`src/rtl/fpa_pipe.sv`:
```
// fpa_pipe: six-stage IEEE-754 binary32 adder (register, unpack, align, add, normalize/pack).
// Build with ROUND_NEAREST_EN defined for round-to-nearest-even; default build truncates.
module fpa_pipe (
   input  logic        clk,
   input  logic        rst,
   input  logic [31:0] a,
   input  logic [31:0] b,
   output logic [31:0] c
);
   localparam logic [31:0] QNAN = 32'h7FC0_0000;

   function automatic logic [4:0] lzc27(input logic [26:0] v);
      logic [4:0] n;
      logic       found;
      n     = 5'd27;
      found = 1'b0;
      for (int i = 26; i >= 0; i--) begin
         if (!found && v[i]) begin
            n     = 5'(26 - i);
            found = 1'b1;
         end
      end
      return n;
   endfunction

   logic [31:0] a_q, b_q;
   logic        s2_sgn, s2_sub;
   logic [7:0]  s2_el, s2_es;
   logic [23:0] s2_ml, s2_ms;
   logic [32:0] s2_sp;
   logic        s3_sgn, s3_sub;
   logic [7:0]  s3_el, s3_d;
   logic [23:0] s3_ml, s3_ms;
   logic [32:0] s3_sp;
   logic        s4_sgn, s4_sub;
   logic [7:0]  s4_el;
   logic [26:0] s4_lx, s4_sx;
   logic [32:0] s4_sp;
   logic        s5_sgn;
   logic [7:0]  s5_el;
   logic [27:0] s5_sum;
   logic [32:0] s5_sp;

   // Unpack: subnormals get hidden bit 0 and effective exponent 1.
   logic [7:0]  ea, eb, eea, eeb;
   logic [23:0] ma, mb;
   logic        a_nan, b_nan, a_inf, b_inf, a_big;
   logic [32:0] sp_d;

   always_comb begin
      // NOTE: every output of a combinational block gets a default first so no latch is inferred.
      ea    = a_q[30:23];
      eb    = b_q[30:23];
      ma    = {(ea != 8'd0), a_q[22:0]};
      mb    = {(eb != 8'd0), b_q[22:0]};
      eea   = (ea == 8'd0) ? 8'd1 : ea;
      eeb   = (eb == 8'd0) ? 8'd1 : eb;
      a_nan = (ea == 8'hFF) && (a_q[22:0] != 23'd0);
      b_nan = (eb == 8'hFF) && (b_q[22:0] != 23'd0);
      a_inf = (ea == 8'hFF) && (a_q[22:0] == 23'd0);
      b_inf = (eb == 8'hFF) && (b_q[22:0] == 23'd0);
      a_big = {eea, ma} >= {eeb, mb};
      sp_d  = 33'd0;
      if (a_nan || b_nan)
         sp_d = {1'b1, QNAN};
      else if (a_inf && b_inf && (a_q[31] != b_q[31]))
         sp_d = {1'b1, QNAN};
      else if (a_inf)
         sp_d = {1'b1, a_q};
      else if (b_inf)
         sp_d = {1'b1, b_q};
      else if ((a_q == 32'h8000_0000) && (b_q == 32'h8000_0000))
         sp_d = {1'b1, 32'h8000_0000};
   end

   // Alignment: bits shifted past the sticky position collapse into bit 0.
   logic [26:0] ext, sh_x;
   logic        lost;

   always_comb begin
      ext  = {s3_ms, 3'b000};
      sh_x = 27'd0;
      lost = 1'b0;
      if (s3_d >= 8'd27) begin
         sh_x[0] = |s3_ms;
      end else begin
         sh_x    = ext >> s3_d[4:0];
         lost    = |(ext & ~({27{1'b1}} << s3_d[4:0]));
         sh_x[0] = sh_x[0] | lost;
      end
   end

   // Normalize, round and pack; left shift stops at exponent 1 so results stay subnormal.
   logic [26:0] norm;
   logic [9:0]  e_n, lim, sh;
   logic [4:0]  lz;
   logic [24:0] mant;
   logic        sgn;
   logic [31:0] c_d;
`ifdef ROUND_NEAREST_EN
   logic        rnd;
`endif

   always_comb begin
      lz  = lzc27(s5_sum[26:0]);
      lim = {2'b00, s5_el} - 10'd1;
      sh  = 10'd0;
      if (s5_sum[27]) begin
         norm = {s5_sum[27:2], s5_sum[1] | s5_sum[0]};
         e_n  = {2'b00, s5_el} + 10'd1;
      end else begin
         sh   = ({5'd0, lz} > lim) ? lim : {5'd0, lz};
         norm = s5_sum[26:0] << sh;
         e_n  = {2'b00, s5_el} - sh;
      end
`ifdef ROUND_NEAREST_EN
      rnd  = norm[2] & (norm[3] | norm[1] | norm[0]);
      mant = {1'b0, norm[26:3]} + {24'd0, rnd};
`else
      mant = {1'b0, 24'(norm >> 3)};
`endif
      if (mant[24]) begin
         mant = {1'b0, mant[24:1]};
         e_n  = e_n + 10'd1;
      end
      sgn = s5_sgn & (mant != 25'd0);
      if (s5_sp[32])
         c_d = s5_sp[31:0];
      else if (e_n >= 10'd255)
         c_d = {sgn, 8'hFF, 23'd0};
      else
         c_d = {sgn, (mant[23] ? e_n[7:0] : 8'd0), mant[22:0]};
   end

   always_ff @(posedge clk or negedge rst) begin
      if (!rst) begin
         a_q    <= 32'd0;
         b_q    <= 32'd0;
         s2_sgn <= 1'b0;
         s2_sub <= 1'b0;
         s2_el  <= 8'd0;
         s2_es  <= 8'd0;
         s2_ml  <= 24'd0;
         s2_ms  <= 24'd0;
         s2_sp  <= 33'd0;
         s3_sgn <= 1'b0;
         s3_sub <= 1'b0;
         s3_el  <= 8'd0;
         s3_d   <= 8'd0;
         s3_ml  <= 24'd0;
         s3_ms  <= 24'd0;
         s3_sp  <= 33'd0;
         s4_sgn <= 1'b0;
         s4_sub <= 1'b0;
         s4_el  <= 8'd0;
         s4_lx  <= 27'd0;
         s4_sx  <= 27'd0;
         s4_sp  <= 33'd0;
         s5_sgn <= 1'b0;
         s5_el  <= 8'd0;
         s5_sum <= 28'd0;
         s5_sp  <= 33'd0;
         c      <= 32'd0;
      end else begin
         // NOTE: non-blocking assignments so every stage samples the previous stage's old value.
         a_q    <= a;
         b_q    <= b;
         s2_sgn <= a_big ? a_q[31] : b_q[31];
         s2_sub <= a_q[31] ^ b_q[31];
         s2_el  <= a_big ? eea : eeb;
         s2_es  <= a_big ? eeb : eea;
         s2_ml  <= a_big ? ma : mb;
         s2_ms  <= a_big ? mb : ma;
         s2_sp  <= sp_d;
         s3_sgn <= s2_sgn;
         s3_sub <= s2_sub;
         s3_el  <= s2_el;
         s3_d   <= s2_el - s2_es;
         s3_ml  <= s2_ml;
         s3_ms  <= s2_ms;
         s3_sp  <= s2_sp;
         s4_sgn <= s3_sgn;
         s4_sub <= s3_sub;
         s4_el  <= s3_el;
         s4_lx  <= {s3_ml, 3'b000};
         s4_sx  <= sh_x;
         s4_sp  <= s3_sp;
         s5_sgn <= s4_sgn;
         s5_el  <= s4_el;
         s5_sum <= s4_sub ? ({1'b0, s4_lx} - {1'b0, s4_sx}) : ({1'b0, s4_lx} + {1'b0, s4_sx});
         s5_sp  <= s4_sp;
         c      <= c_d;
      end
   end
endmodule

```
`config.mk`:
```
export PLATFORM = sky130hd
export DESIGN_NAME = fpa_pipe
export DESIGN_NICKNAME = d
export VERILOG_FILES = /design/src/rtl/fpa_pipe.sv
export SDC_FILE = /design/constraint.sdc
export NUM_CORES = 1
export LEC_CHECK = 0
export ABC_AREA = 1
export CORE_MARGIN = 2
export CORE_UTILIZATION = 52
export DETAILED_ROUTE_END_ITERATION = 8
export PLACE_DENSITY = 0.7
export SYNTH_ARGS = -nofsm -noshare
export SYNTH_HDL_FRONTEND = slang
export SYNTH_SLANG_ARGS = --single-unit
```
`constraint.sdc`:
```
create_clock -name clk -period 7 [get_ports clk]
set_input_delay 0.7 -clock clk [delete_from_list [all_inputs] [get_ports clk]]
set_output_delay 0.7 -clock clk [all_outputs]
set_load 0.005 [all_outputs]
```
Yosys cells after proc, flatten, opt, wreduce, memory -nomap -nowiden
Index checks and enable logic that the tools add are counted. Widths: inputs -> output; s select.

Flip-flop bits (word level): 458. Output and inout bits: 32. Logic and storage cells: 196.

Equal/unequal tests: 5. Reductions and logical operators: 71. Mux-type cells: 74. Bitwise gates (word level): 6. Order comparisons: 4. Add/sub/neg operators: 6. Shift operators: 3.

Operators by type and width (number): $mux 33 (5); $mux 5 (27); $eq 32x32->1 const B (2); $mux 24 (2); $logic_not 23->1 (2); $reduce_bool 23->1 (2); $mux 8 (5); $logic_and 1x1->1 (33); $ge 32x32->1 (1); $mux 32 (1); $mux 31 (1); $add 27x27->28 (1); $mux 1 (28); $mux 28 (1); $sub 27x27->28 (1); $and 27x27->27 (1); $mux 27 (1); $not 27->27 (1); $reduce_or 27->1 (1); $shl 27x10->27 (1); $shl 27x5->27 const A (1); $shr 27x5->27 (1); $logic_not 1->1 (26); $mux 26 (1); 18 further kinds (23).

Depth between registers and ports, before layout
Depth in word-level cells: 86. Gate-level depth with buffers: 45. Depth with buffers taken out: 43.

Worst setup path after synthesis
No wires, ideal clock.

Path type: flip-flop to flip-flop. Start point: register s5_sum[24]. End point: register c[23]. Stages on the path, launching flop included: 40. Path slack: 1548 ps. Data arrival time: 5319 ps. Period minus slack after synthesis: 5452 ps. Path buffers: 2. Required time: 6867 ps. Path through: dfrtp_1 > nor2_1 > nand4_1 > nor2_1 > nand4_1 > nor2_1 > nand4_1 > nor2_1 > nand4_1 > nor2_1 > nand4_1 > nor2_1 > o211ai_1 > nand2_1 > inv_1 > ha_1 > a21oi_1 > o211ai_1 > [4 not listed] > clkbuf_1 > ha_1 > inv_1 > nor2_1 > a221oi_1 > nor2_1 > o21ai_0 > nand2_1 > nor2_1 > o21bai_1 > nand2_1 > nand2_1 > xor2_1 > nand4_1 > nor2_1 > nor3_1 > clkbuf_1 > a21oi_1.

Cells in the longest elaborated chain, start to end: 81. Elaborated cells between the ends (all ways): 108.

RTL lines: from (decl) (line 41) `logic [27:0] s5_sum;`; from (signal assigned) (line 190) `s5_sum <= s4_sub ? ({1'b0, s4_lx} - {1'b0, s4_sx}) : ({1'b0, s4_lx} + {1'b0, s4_sx});`; $logic_and 1x1->1 (line 18) `if (!found && v[i]) begin`; $mux 1 (line 18); $logic_not 1->1 (line 18); $logic_and 1x1->1 (line 18); $mux 1 (line 18); $logic_not 1->1 (line 18); $logic_and 1x1->1 (line 18); $mux 1 (line 18); [66 not listed]; $gt 5x10->1 (line 112) `sh = ({5'd0, lz} > lim) ? lim : {5'd0, lz};`; $mux 10 (line 112); $sub 8x10->10 / $shl 27x10->27 (equally long branches) (line 114, 113); $mux 10 / $mux 27 (equally long branches) (line 108) `if (s5_sum[27]) begin`; $ge 10x8->1 / $mux 8 (equally long branches) (line 129, 132); $mux 31 * (line 129) `else if (e_n >= 10'd255)`; $mux 32 * (line 127) `if (s5_sp[32])`; named net c_d[23] (line 99) `logic [31:0] c_d;`; to (signal assigned) (line 163) `c <= 32'd0;`; to (signal assigned) (line 192) `c <= c_d;`; to (decl) (line 8) `output logic [31:0] c`.

The timed path passes the listed nets; every way through them passes the cells marked *.

Final worst setup path
Start point: register s5_sum[25]. End point: register c[9].

Cells in the longest elaborated chain, start to end: 84. Elaborated cells between the ends (all ways): 111.

RTL lines: $logic_and 1x1->1 (line 18); $mux 1 (line 18); $logic_not 1->1 (line 18); $logic_and 1x1->1 (line 18); $mux 1 (line 18); $logic_not 1->1 (line 18); $logic_and 1x1->1 (line 18); $mux 1 (line 18); [69 not listed]; $gt 5x10->1 (line 112); $mux 10 (line 112); $sub 8x10->10 (line 114) `e_n = {2'b00, s5_el} - sh;`; $mux 10 (line 108); $ge 10x8->1 (line 129); $mux 31 * (line 129); $mux 32 * (line 127); named net c_d[9] (line 99).

Marks and branches as above.

==> impl_metrics.yaml <==
routing:
  drt-total-wl_um: 48600
  dr.pass1.iters: 6
  detail_route.wl_per_cell_um: 17.1
  drt_iter0_drc: 1249
  ant_nets: 0
  via_per_inst: 5.37
  drcViolationCount: 0
  vias: 15300
clocking:
  numCtsBuffers: 47
  root_buffer: "clkbuf_16"
  cts.htree.levels: 2
  cts_resized: 0
  path_clk_slew_ps: 60
  clk_path_buf_depth: 3
  numClockSinks: 458
  cts_setup_buffers: 0
  cts_tree: "built"
  clkLatencyLatePin_ps: 580
  hold_buffers: 0
critical_path:
  required_ps: 7480
  worstSetupStartpointType: "register"
  worstReg2RegEnd: "c[9]"
  critPathMaxFanout: 32
  rr_startpoint: "s5_sum[25]"
  end_kind: "register"
  reg2reg_setup_slack_ps: 820
  crit_top_cell: "nor2_1"
  reg2reg_depth: 33
  crit_slowest_cell: "fa_1"
  critical_path.max_stage_delay_ps: 410
  path_class: "reg -> reg"
  arrival_ps: 6660
timing:
  clock_skew_ps: 16.4
  layout_min_cycle_time_ps: 6180
  slew_violations: 0
  fmax_mhz: 162
  hold_viol: 0
  tns_ps: 0
  setup_viol: 0
  period_share_pct: 88.2
  grt_setup_unrepaired: "false"
  worst_pin_slew_ps: 1070
  slew_headroom_pct: 28.0
floorplan:
  start_util_pct: 52.7
  die_y_um: 202
  rows: 72
  core_area_um2: 38600
  ios: 98
  die_x_um: 202
  die_area_um2: 40800
place:
  hpwl_um: 35600
  routabilityCongestion: 0.931
  place_area_um2: 21900
  port_buffers: 97
global_routing:
  grt_pass1_vias: 15200
  grt-ovfl-total: 0
  grt_start_max_net_pins: 122
  grt_pass1_wl_um: 79500
  grtUsageTotal_pct: 24.7
  antenna_found_initial: 3
synth:
  synth_cell_types: 55
  synth_edf_count: 0
  ys_warn_count: 0
  syn-instance-count: 2178
  synth_seq_area_share_pct: 56.3
  synth_area_um2: 20400
  synthFlopType: "dfrtp_1"
  syn_avg_cell_area_um2: 9.35
  async_flop_share_pct: 100
  synth_seq_cells: 458
finish:
  diodes: 0
  final_cell_area_um2: 23600
  final_common_cell: "dfrtp_1"
  drive_above_1_share_pct: 5.81
  n_fill_cell: 3139
  layout_common_cells: "dfrtp_1 (458), nand2_1 (438), inv_1 (227), nand3_1 (220), o21ai_0 (188)"
  syn_to_final_growth_pct: 15.7
  fin_nets: 2455
status:
  status: "completed"
pwr:
  peakVddDrop_uv: 211
  leakage_nw: 11.5
  power_density_nw_per_um2: 372
job:
  cap_viol_max_count: 0
min_path:
  hp-class: "in -> async"
through the flow:
step           utilization, %  hold WS, ps  instances  setup slack [ps]  power [mW]
3_5_place_dp             56.7          335       2754              1020        6.18
2_1_floorplan               -          331       2199              1550        5.18
6_report                 61.0          180       2842               823        8.76
4_1_cts                  61.0          222       2842               901        8.80
5_1_grt                  61.0          254       2842              79.1        9.34
3_3_place_gp             56.7          331       2754              1180        6.15
cells by family (layout without fill, tap and decap cells):
logic type | count (synthesis) | in the layout | synth area share [%]
flip-flops | 458 | 458 | 56.3
AND/OR/NAND/NOR | 862 | 862 | 18.4
buffers and inverters | 320 | 445 | 6.08
other | 2 | 23 | 0.0369
multiplexers | 6 | 6 | 0.295
AO/OA/AOI/OAI | 387 | 387 | 10.7
XOR/XNOR | 39 | 39 | 1.68
adder cells (fa/ha/maj) | 104 | 104 | 6.50
cell type report:
type | instances | area [µm²] | area share [%]
tap | 518 | 648 | 2.75
clock buffer | 63 | 1300 | 5.50
multi-input combinational | 1421 | 7760 | 32.9
inverter | 242 | 908 | 3.85
timing repair buffer | 115 | 1150 | 4.87
sequential | 458 | 11500 | 48.6
clock inverter | 25 | 342 | 1.45
state kept, by name, summed over array words and instances (netlist names), 8 cells and up:
register	count
s3_sp	33
s2_sp	33
s3_d	8
s2_el	8
s4_lx	24
s5_sum	28
s5_sp	33
s3_el	8
s4_sp	33
s2_es	8
s4_el	8
s3_ms	24
s2_ms	24
c	32
s3_ml	24
a_q	32
s4_sx	27
s2_ml	24
b_q	32
s5_el	8
synth_stat cells (4+ instances only):
master    instances  share of area, %
dfrtp_1         458                56
nand2_1         438               8.1
inv_1           227               4.2
nand3_1         221               5.4
o21ai_0         188               4.6
nor2_1          118               2.2
a21oi_1         102               2.5
ha_1            101               6.2
clkbuf_1         57               1.1
xor2_1           36               1.5
nand4_1          27              0.83
nor3_1           19              0.47
nor4_1           15              0.46
a22o_1           12              0.52
inv_2            11              0.20
o211ai_1         10              0.37
o21ai_1          10              0.25
buf_1             9              0.17
buf_2             8              0.20
o22ai_1           8              0.25
o31ai_1           8              0.29
a221oi_1          7              0.30
a31oi_1           7              0.22
mux2i_1           6              0.29
nand2_2           6              0.18
a211oi_1          5              0.18
a22oi_1           5              0.18
nor2_2            5              0.15
clkinv_1          4             0.074
o21bai_1          4              0.15
metal layers:
layer  up-vias  wire length (µm)  global-route usage, %
li1       7397                 -                      -
met1      7240             21400                   33.9
met2       508             22800                   40.2
met3       111              2620                   3.58
met4         0              1720                   9.03
met5         -                 0                      0
how the worst max path moves through the flow:
stage | from | slack (ps) | to | depth (start not counted)
after global routing | s5_sum[26] | 80 | c[6] | 33
final | s5_sum[25] | 820 | c[9] | 33
after global placement | s5_sum[24] | 1180 | c[10] | 33
after detailed placement | s5_sum[25] | 1020 | c[9] | 33
after CTS | s5_sum[25] | 900 | c[9] | 33
after floorplan | s5_sum[24] | 1550 | c[23] | 39
worst max-delay path: cells and delay by family (launching register included):
family	cells	cell delay (ps)
adders and majority gates	3	920
buffers and inverters	3	370
and+or+nand+nor	18	2780
DFF	1	400
AOI/OAI and AO/OA	9	1580
power breakdown:
group	internal, mW	total [mW]	switching (mW)
registers	3.02	3.34	0.319
clock network	1.54	2.58	1.04
logic	0.982	2.84	1.86
total	5.55	8.76	3.22
Note: power is estimated with default switching activity, not from simulation.
